[src/rtl/signed_bcd_converter.sv]
// Sequential signed binary-to-BCD converter (iterative double-dabble, WIDTH cycles per sample).
// Build option: SIGNED_BCD_LEADING_BLANK_EN blanks leading zero digits with 4'hF.
module signed_bcd_converter #(
    parameter int unsigned WIDTH  = 8,
    parameter int unsigned DIGITS = 3
) (
    input  logic                  clk,
    input  logic                  rst,
    input  logic                  start,
    input  logic [WIDTH-1:0]      din,
    output logic                  busy,
    output logic                  done,
    output logic                  neg,
    output logic [4*DIGITS-1:0]   bcd,
    output logic                  overflow
);

    localparam int unsigned CntW = $clog2(WIDTH + 1);
    localparam int unsigned BcdW = 4 * DIGITS;

    typedef enum logic [0:0] {StIdle, StConv} state_e;

    state_e            state_q, state_d;
    logic [WIDTH-1:0]  mag_q, mag_d;
    logic              sgn_q, sgn_d;
    logic [BcdW-1:0]   scratch_q, scratch_d;
    logic              carry_q, carry_d;
    logic [CntW-1:0]   cnt_q, cnt_d;
    logic              done_q, done_d;
    logic              neg_q, neg_d;
    logic [BcdW-1:0]   bcd_q, bcd_d;
    logic              ovf_q, ovf_d;

    logic [BcdW-1:0]   adj;
    logic [BcdW-1:0]   shift_scr;
    logic              shift_carry;
    logic [BcdW-1:0]   out_bcd;
`ifdef SIGNED_BCD_LEADING_BLANK_EN
    logic              lead;
`endif

    // Datapath for one double-dabble step and the value presented on the final step.
    always_comb begin
        adj = scratch_q;
        for (int i = 0; i < int'(DIGITS); i++) begin
            if (scratch_q[4*i +: 4] >= 4'd5) begin
                adj[4*i +: 4] = scratch_q[4*i +: 4] + 4'd3;
            end
        end
        shift_scr   = {adj[BcdW-2:0], mag_q[WIDTH-1]};
        shift_carry = carry_q | adj[BcdW-1];

        out_bcd = shift_scr;
`ifdef SIGNED_BCD_LEADING_BLANK_EN
        lead = 1'b1;
        for (int i = int'(DIGITS) - 1; i >= 1; i--) begin
            if (lead && (out_bcd[4*i +: 4] == 4'd0)) begin
                out_bcd[4*i +: 4] = 4'hF;
            end else begin
                lead = 1'b0;
            end
        end
`endif
        if (shift_carry) begin
            out_bcd = '1;
        end
    end

    always_comb begin
        state_d   = state_q;
        mag_d     = mag_q;
        sgn_d     = sgn_q;
        scratch_d = scratch_q;
        carry_d   = carry_q;
        cnt_d     = cnt_q;
        done_d    = 1'b0;
        neg_d     = neg_q;
        bcd_d     = bcd_q;
        ovf_d     = ovf_q;

        case (state_q)
            StIdle: begin
                if (start) begin
                    // Two's-complement negate; -2^(WIDTH-1) maps to 2^(WIDTH-1) unsigned.
                    mag_d     = din[WIDTH-1] ? WIDTH'(~din + 1'b1) : din;
                    sgn_d     = din[WIDTH-1];
                    scratch_d = '0;
                    carry_d   = 1'b0;
                    cnt_d     = CntW'(WIDTH);
                    state_d   = StConv;
                end
            end
            StConv: begin
                scratch_d = shift_scr;
                carry_d   = shift_carry;
                mag_d     = mag_q << 1;
                cnt_d     = cnt_q - 1'b1;
                if (cnt_q == CntW'(1)) begin
                    bcd_d   = out_bcd;
                    neg_d   = sgn_q;
                    ovf_d   = shift_carry;
                    done_d  = 1'b1;
                    state_d = StIdle;
                end
            end
            default: state_d = StIdle;
        endcase
    end

    always_ff @(posedge clk) begin
        if (rst) begin
            state_q   <= StIdle;
            mag_q     <= '0;
            sgn_q     <= 1'b0;
            scratch_q <= '0;
            carry_q   <= 1'b0;
            cnt_q     <= '0;
            done_q    <= 1'b0;
            neg_q     <= 1'b0;
            bcd_q     <= '1;
            ovf_q     <= 1'b0;
        end else begin
            state_q   <= state_d;
            mag_q     <= mag_d;
            sgn_q     <= sgn_d;
            scratch_q <= scratch_d;
            carry_q   <= carry_d;
            cnt_q     <= cnt_d;
            done_q    <= done_d;
            neg_q     <= neg_d;
            bcd_q     <= bcd_d;
            ovf_q     <= ovf_d;
        end
    end

    assign busy     = (state_q == StConv);
    assign done     = done_q;
    assign neg      = neg_q;
    assign bcd      = bcd_q;
    assign overflow = ovf_q;

endmodule

[config.mk]
export PLATFORM = sky130hd
export DESIGN_NAME = signed_bcd_converter
export DESIGN_NICKNAME = d
export VERILOG_FILES = /design/src/rtl/signed_bcd_converter.sv
export SDC_FILE = /design/constraint.sdc
export NUM_CORES = 1
export LEC_CHECK = 0
export CORE_ASPECT_RATIO = 1.1
export CORE_MARGIN = 1
export CORE_UTILIZATION = 49
export DETAILED_ROUTE_END_ITERATION = 8
export PLACE_DENSITY = 0.74
export SLEW_MARGIN = 10
export SYNTH_ARGS = -nofsm -noshare
export SYNTH_HDL_FRONTEND = slang
export SYNTH_SLANG_ARGS = --single-unit
[constraint.sdc]
create_clock -name clk -period 1.8 [get_ports clk]
set_input_delay 0.27 -clock clk [delete_from_list [all_inputs] [get_ports clk]]
set_output_delay 0.27 -clock clk [all_outputs]
set_load 0.005 [all_outputs]
# Yosys cells after proc, flatten, opt, wreduce, memory -nomap -nowiden
# Cells that the tools add are included.
dict set report word_totals {
  ff_bits 42
  input_bits 11
  elab_cells 43
}
dict set report classes {
  add_sub_neg 5
  order_cmp 3
  eq_ne 2
  mux 17
  bitwise 3
  n_reduce_logical 3
}
# op count
set op_table {}
lappend op_table {{12-bit 2-to-1 mux} 2}
lappend op_table {{12-bit case mux with 2 select lines} 1}
lappend op_table {{4-bit 2-to-1 mux} 4}
lappend op_table {{8-bit 2-to-1 mux} 2}
lappend op_table {{8-bit case mux with 2 select lines} 1}
lappend op_table {{4-bit by 2-bit adder with 4-bit output, second input constant} 3}
lappend op_table {{4-bit by 3-bit >= comparator with 1-bit output, second input constant} 3}
lappend op_table {{8-bit by 1-bit adder with 8-bit output, second input constant} 1}
lappend op_table {{8-bit inverter} 1}
lappend op_table {{4-bit case mux with 2 select lines} 1}
lappend op_table {{4-bit by 1-bit == test with 1-bit output, second input constant} 1}
lappend op_table {{1-bit 2-to-1 mux} 4}
lappend op_table {{1-bit case mux with 2 select lines} 2}
lappend op_table {{2-bit AND reduction} 2}
lappend op_table {{4-bit by 1-bit subtractor with 4-bit output, second input constant} 1}
lappend op_table {{2-bit != test, second input constant} 1}
lappend op_table {{2-bit OR reduction} 1}
lappend op_table {{1-bit inverter} 1}
lappend op_table {{1-bit bitwise OR} 1}

# Longest topological paths before layout
dict set report logic_depth {
  ltp_word 5
  ltp_mapped 7
}

# Least setup slack after synthesis
# OpenSTA, ideal clock, no wires.
dict set report synth_path {
  kind {flip-flop to flip-flop}
  start {register scratch_q[9]}
  end {register bcd_q[4] (netlist: bcd[4])}
  arrival_time_ns 1.745
  required_ns 1.678
  path_slack_ns -0.067
  path_stages_with_launch 8
  path_buffers 1
  path_cell_list {dfxtp_1 inv_1 ha_1 nand2b_1 nor3b_1 or4_4 buf_6 o32a_1}
}
dict set report synth_via {
  elab_chain_len 4
  word_cells_on_any_way 5
  classes_between {1 x add/sub; 1 x order compare; 2 x mux; 1 x bitwise}
}
# element line
set synth_lines {}
lappend synth_lines {{from (decl)} 26} ;# logic [BcdW-1:0] scratch_q, scratch_d;
lappend synth_lines {{from (signal assigned)} 126} ;# scratch_q <= scratch_d;
lappend synth_lines {{4-bit by 2-bit adder with 4-bit output or 4-bit by 3-bit >= comparator with 1-bit output (tied branches)} {47, 46}}
lappend synth_lines {{4-bit 2-to-1 mux (*)} 46} ;# if (scratch_q[4*i +: 4] >= 4'd5) begin
lappend synth_lines {{1-bit bitwise OR (*)} 51} ;# shift_carry = carry_q | adj[BcdW-1];
lappend synth_lines {{12-bit 2-to-1 mux (*)} 64} ;# if (shift_carry) begin
lappend synth_lines {{to (signal assigned)} 120} ;# bcd_q <= '1;
lappend synth_lines {{to (signal assigned)} 131} ;# bcd_q <= bcd_d;
lappend synth_lines {{to (decl)} 31} ;# logic [BcdW-1:0] bcd_q, bcd_d;
# Every way passes the cells marked *; elsewhere a longest branch is shown, timed or not.
# A chain may end at the register's enable or synchronous reset.

# Worst setup path in the final report
dict set report layout_path {
  start {register cnt_q[1]}
  end {register bcd_q[4] (netlist: bcd[4])}
}
dict set report layout_via {
  elab_chain_len 2
}
# element line
set layout_lines {}
lappend layout_lines {{from (decl)} 28} ;# logic [CntW-1:0] cnt_q, cnt_d;
lappend layout_lines {{from (signal assigned)} 128} ;# cnt_q <= cnt_d;
lappend layout_lines {{4-bit by 1-bit == test with 1-bit output} 98} ;# if (cnt_q == CntW'(1)) begin
lappend layout_lines {{2-bit AND reduction (no line)} --}
# No other way between the ends.

==> flow_summary.yaml <==
place:
  io_buffers: 26
  pre_cts_ws_ns: -0.02278
  dpl.hpwl_mm: 3.275
  routabilityCongestion: 0.8299
  dp_cells: 319
pwr:
  power_frac_comb: 0.125
  p_sw_mw: 0.5052
  max-vdd-ir-drop_mv: 0.4646
  seq_power_share: 0.492
  power.total_mw: 2.007
  p_leak_nw: 0.9406
  clockPowerShare: 0.384
  pwr_density_cell_nw_per_um2: 770.4
  swShare: 0.2518
  p_int_mw: 1.502
critical_path:
  endpoint_kind: "flip-flop"
  critPathTopFamily: "simple AND/OR/NAND/NOR gates"
  reg2reg_from: "cnt_q[1]$_SDFFE_PP0P_"
  cp.required_ns: 1.99
  worstSetupPathType: "reg -> reg"
  start_kind: "flip-flop"
  cp_slowest_cell: "or4_4"
  path_buf_inv: 1
  rrSetupSlack_ns: 0.004
  path_max_fanout: 6
  arrival_ns: 1.99
  slowest_delay_ns: 0.56
  cp-startpoint: "cnt_q[1]$_SDFFE_PP0P_"
  critical_path_cell_count: 6
  rr_worst_depth: 6
  critPathCapture: "bcd[4]$_SDFFE_PP1P_"
  worstReg2RegEnd: "bcd[4]$_SDFFE_PP1P_"
  path_cells: "inv_2, ha_4, and4bb_4, nand2b_4, or4_4, o32a_1"
job:
  drv_cap: 0
clock_network:
  h-tree-depth: 2
  cts_buffers: 5
  cts.sinks: 42
  cts_resized: 0
  post_cts_buffers: 0
  cts_tree: "yes"
  clk_latency_ns: 0.30
  path_clk_slew_ns: 0.08
  hold_buffers: 0
  ctsRootBufferMaster: "clkbuf_8"
  cts_buffer_depth: 2
floorplan:
  io_pins: 27
  fp-row-count: 24
  die_w_um: 63.67
  core_um2: 3994
  start_util: 0.5132
  die_area_um2: 4446
  die_height_um: 69.83
sta:
  fin_tns_setup_ns: 0
  hold_viol: 0
  period_share: 0.9979
  setup_viol_count_final: 0
  grt_setup_unrepaired: "true"
  finClkSkew_ns: 0.008113
  max-slew-margin-rel: 0.6671
  worst_slew_pin_slew_ns: 0.4975
  worst_slack_ns: 0.003737
  slew_viol_final: 0
  max_freq_ghz: 0.5567
  min_period_ns: 1.796
yosys:
  synth_top_area_cell: "dfxtp_1"
  synthFlopType: "dfxtp_1"
  avgSynthCellArea_um2: 8.648
  synthCells: 237
  yosysWarnings: 0
  syn_nets: 257
  yosys-top-cells-area: "dfxtp_1, a21oi_1, ha_1"
  synth_cell_type_count: 41
  syn_area_um2: 2049
  synthArstFlopShare: 0
  synth_top_area_frac: 0.4103
  ys_seq_area_frac: 0.4103
  ys_seq_elements: 42
  synth_edf_count: 0
layout:
  fin_util: 0.6523
  num-fill-cells: 349
  finalNetCount: 294
  final_cells: 327
  area_growth_pct: 27.11
  multi_input_area_um2: 1140
  drive_above_1_share: 0.1491
  ff_latch_area_um2: 847.1
  n_antenna_cell: 0
grt:
  grt_pass1_vias: 1729
  gr-total-overflow: 0
  antenna_found_initial: 0
  grt_pass1_wl_mm: 7.831
  grt_max_degree: 29
  grt_usage: 0.2269
route:
  first_pass_iters: 5
  drt_iter0_drc: 93
  wl_met3_um: 205
  met2_length_mm: 2.071
  wl_per_cell_um: 13.91
  wl_mm: 4.549
  vias: 1829
  top_layer: "met4"
  wl_met1_mm: 2.204
  vias_per_cell: 5.593
  drc: 0
  ant_nets: 0
min_path:
  hold_path_depth: 2
  hold_path_class: "reg -> reg"
run_status:
  status: "finished, final reports clean"
==> stage by stage <==
stage | hold WS, ns | area [um^2]
after floorplan | 0.4322 | 2100
after global routing | 0.4687 | 2605
after global placement | 0.4425 | 2489
after detailed placement | 0.4516 | 2489
after CTS | 0.4637 | 2601
final | 0.4640 | 2605
==> cell usage in the layout (no fill, tap or decap), types with 2 or more instances in the layout <==
cell / instances
dfxtp_1: 39
clkdlybuf4s50_1: 26
nor2_1: 25
a21oi_1: 24
o21ai_0: 18
buf_4: 15
inv_1: 11
nor3_1: 11
nand3_1: 10
nor3b_1: 7
ha_1: 7
nand3b_1: 5
mux2i_1: 5
nand2b_1: 5
clkbuf_8: 5
nand2_1: 4
o22a_1: 4
nor4_1: 3
o31ai_1: 3
mux2_2: 3
xnor2_1: 3
a32o_1: 3
and2_1: 3
inv_2: 2
clkinv_1: 2
nand2b_4: 2
a211oi_1: 2
xor2_1: 2
a211o_1: 2
o32a_1: 2
ha_4: 2
dfxtp_2: 2
==> cell families after synthesis <==
family	synth area share
compound gates	0.2015
xor+xnor	0.02137
fa+ha+maj	0.05495
buf+inv	0.05495
flops	0.4103
mux	0.04090
simple gates	0.2161
==> state kept, by name, indices dropped and copies added, names as in the netlist <==
name and cells:
cnt_q 4, mag_q 8, neg 1, done 1, scratch_q 12, bcd 12, carry_q 1, busy 1
sgn_q 1, overflow 1
==> routing by layer <==
layer / track usage / vias up
met3: 0.06579 / 7
met2: 0.3416 / 48
met4: 0.09596 / 0
met1: 0.3000 / 848
li1: - / 926
met5: 0 / -
==> final cells by class <==
cell class,count,share of cell area
Multi-Input combinational cell,168,0.4376
Clock inverter,3,0.01681
Inverter,15,0.02161
Tap cell,52,0.02498
Sequential cell,42,0.3252
Timing Repair Buffer,42,0.1475
Clock buffer,5,0.02642
==> worst register-to-register path, delay by kind of cell, from the launching register on <==
kind / cells / cell delay, ns
buf+inv: 1 / 0.07
compound gates: 1 / 0.30
flops: 1 / 0.34
fa+ha+maj: 1 / 0.11
simple gates: 3 / 0.87
==> power groups by stage <==
| stage | sequential (mW) | clock (mW) | combinational (mW) |
|---|---|---|---|
| floorplan | 1.00 | 0 | 0.143 |
| global placement | 1.01 | 0 | 0.246 |
| detailed placement | 1.01 | 0 | 0.248 |
| CTS | 0.986 | 0.779 | 0.249 |
| global route | 0.992 | 0.825 | 0.276 |
| finish | 0.987 | 0.770 | 0.250 |
==> cells in the mapped netlist (2+ instances only) <==
cell and instances:
and2_1 3, mux2_2 3, nand3_1 10, a32o_1 3, dfxtp_1 42, a211oi_1 2
a21oi_1 24, a211o_1 2, o21ai_0 18, xor2_1 2, nor4_1 3, o22a_1 4
o32a_1 2, clkinv_1 2, inv_1 13, o31ai_1 3, ha_1 9, nand2b_1 6
nor3_1 11, nor2_1 25, nor3b_1 8, mux2i_1 5, nand2_1 4, nand3b_1 5
clkbuf_1 10, xnor2_1 3
==> worst min path at each step <==
stage	start	to	slack, ns
6_report	mag_q[2]$_SDFFE_PP0P_	mag_q[3]$_SDFFE_PP0P_	0.46
4_1_cts	mag_q[4]$_SDFFE_PP0P_	mag_q[5]$_SDFFE_PP0P_	0.46
5_1_grt	mag_q[2]$_SDFFE_PP0P_	mag_q[3]$_SDFFE_PP0P_	0.47
3_3_place_gp	mag_q[2]$_SDFFE_PP0P_	mag_q[3]$_SDFFE_PP0P_	0.44
3_5_place_dp	mag_q[2]$_SDFFE_PP0P_	mag_q[3]$_SDFFE_PP0P_	0.45
2_1_floorplan	mag_q[1]$_SDFFE_PP0P_	mag_q[2]$_SDFFE_PP0P_	0.43
(Power assumes the default switching activity.)
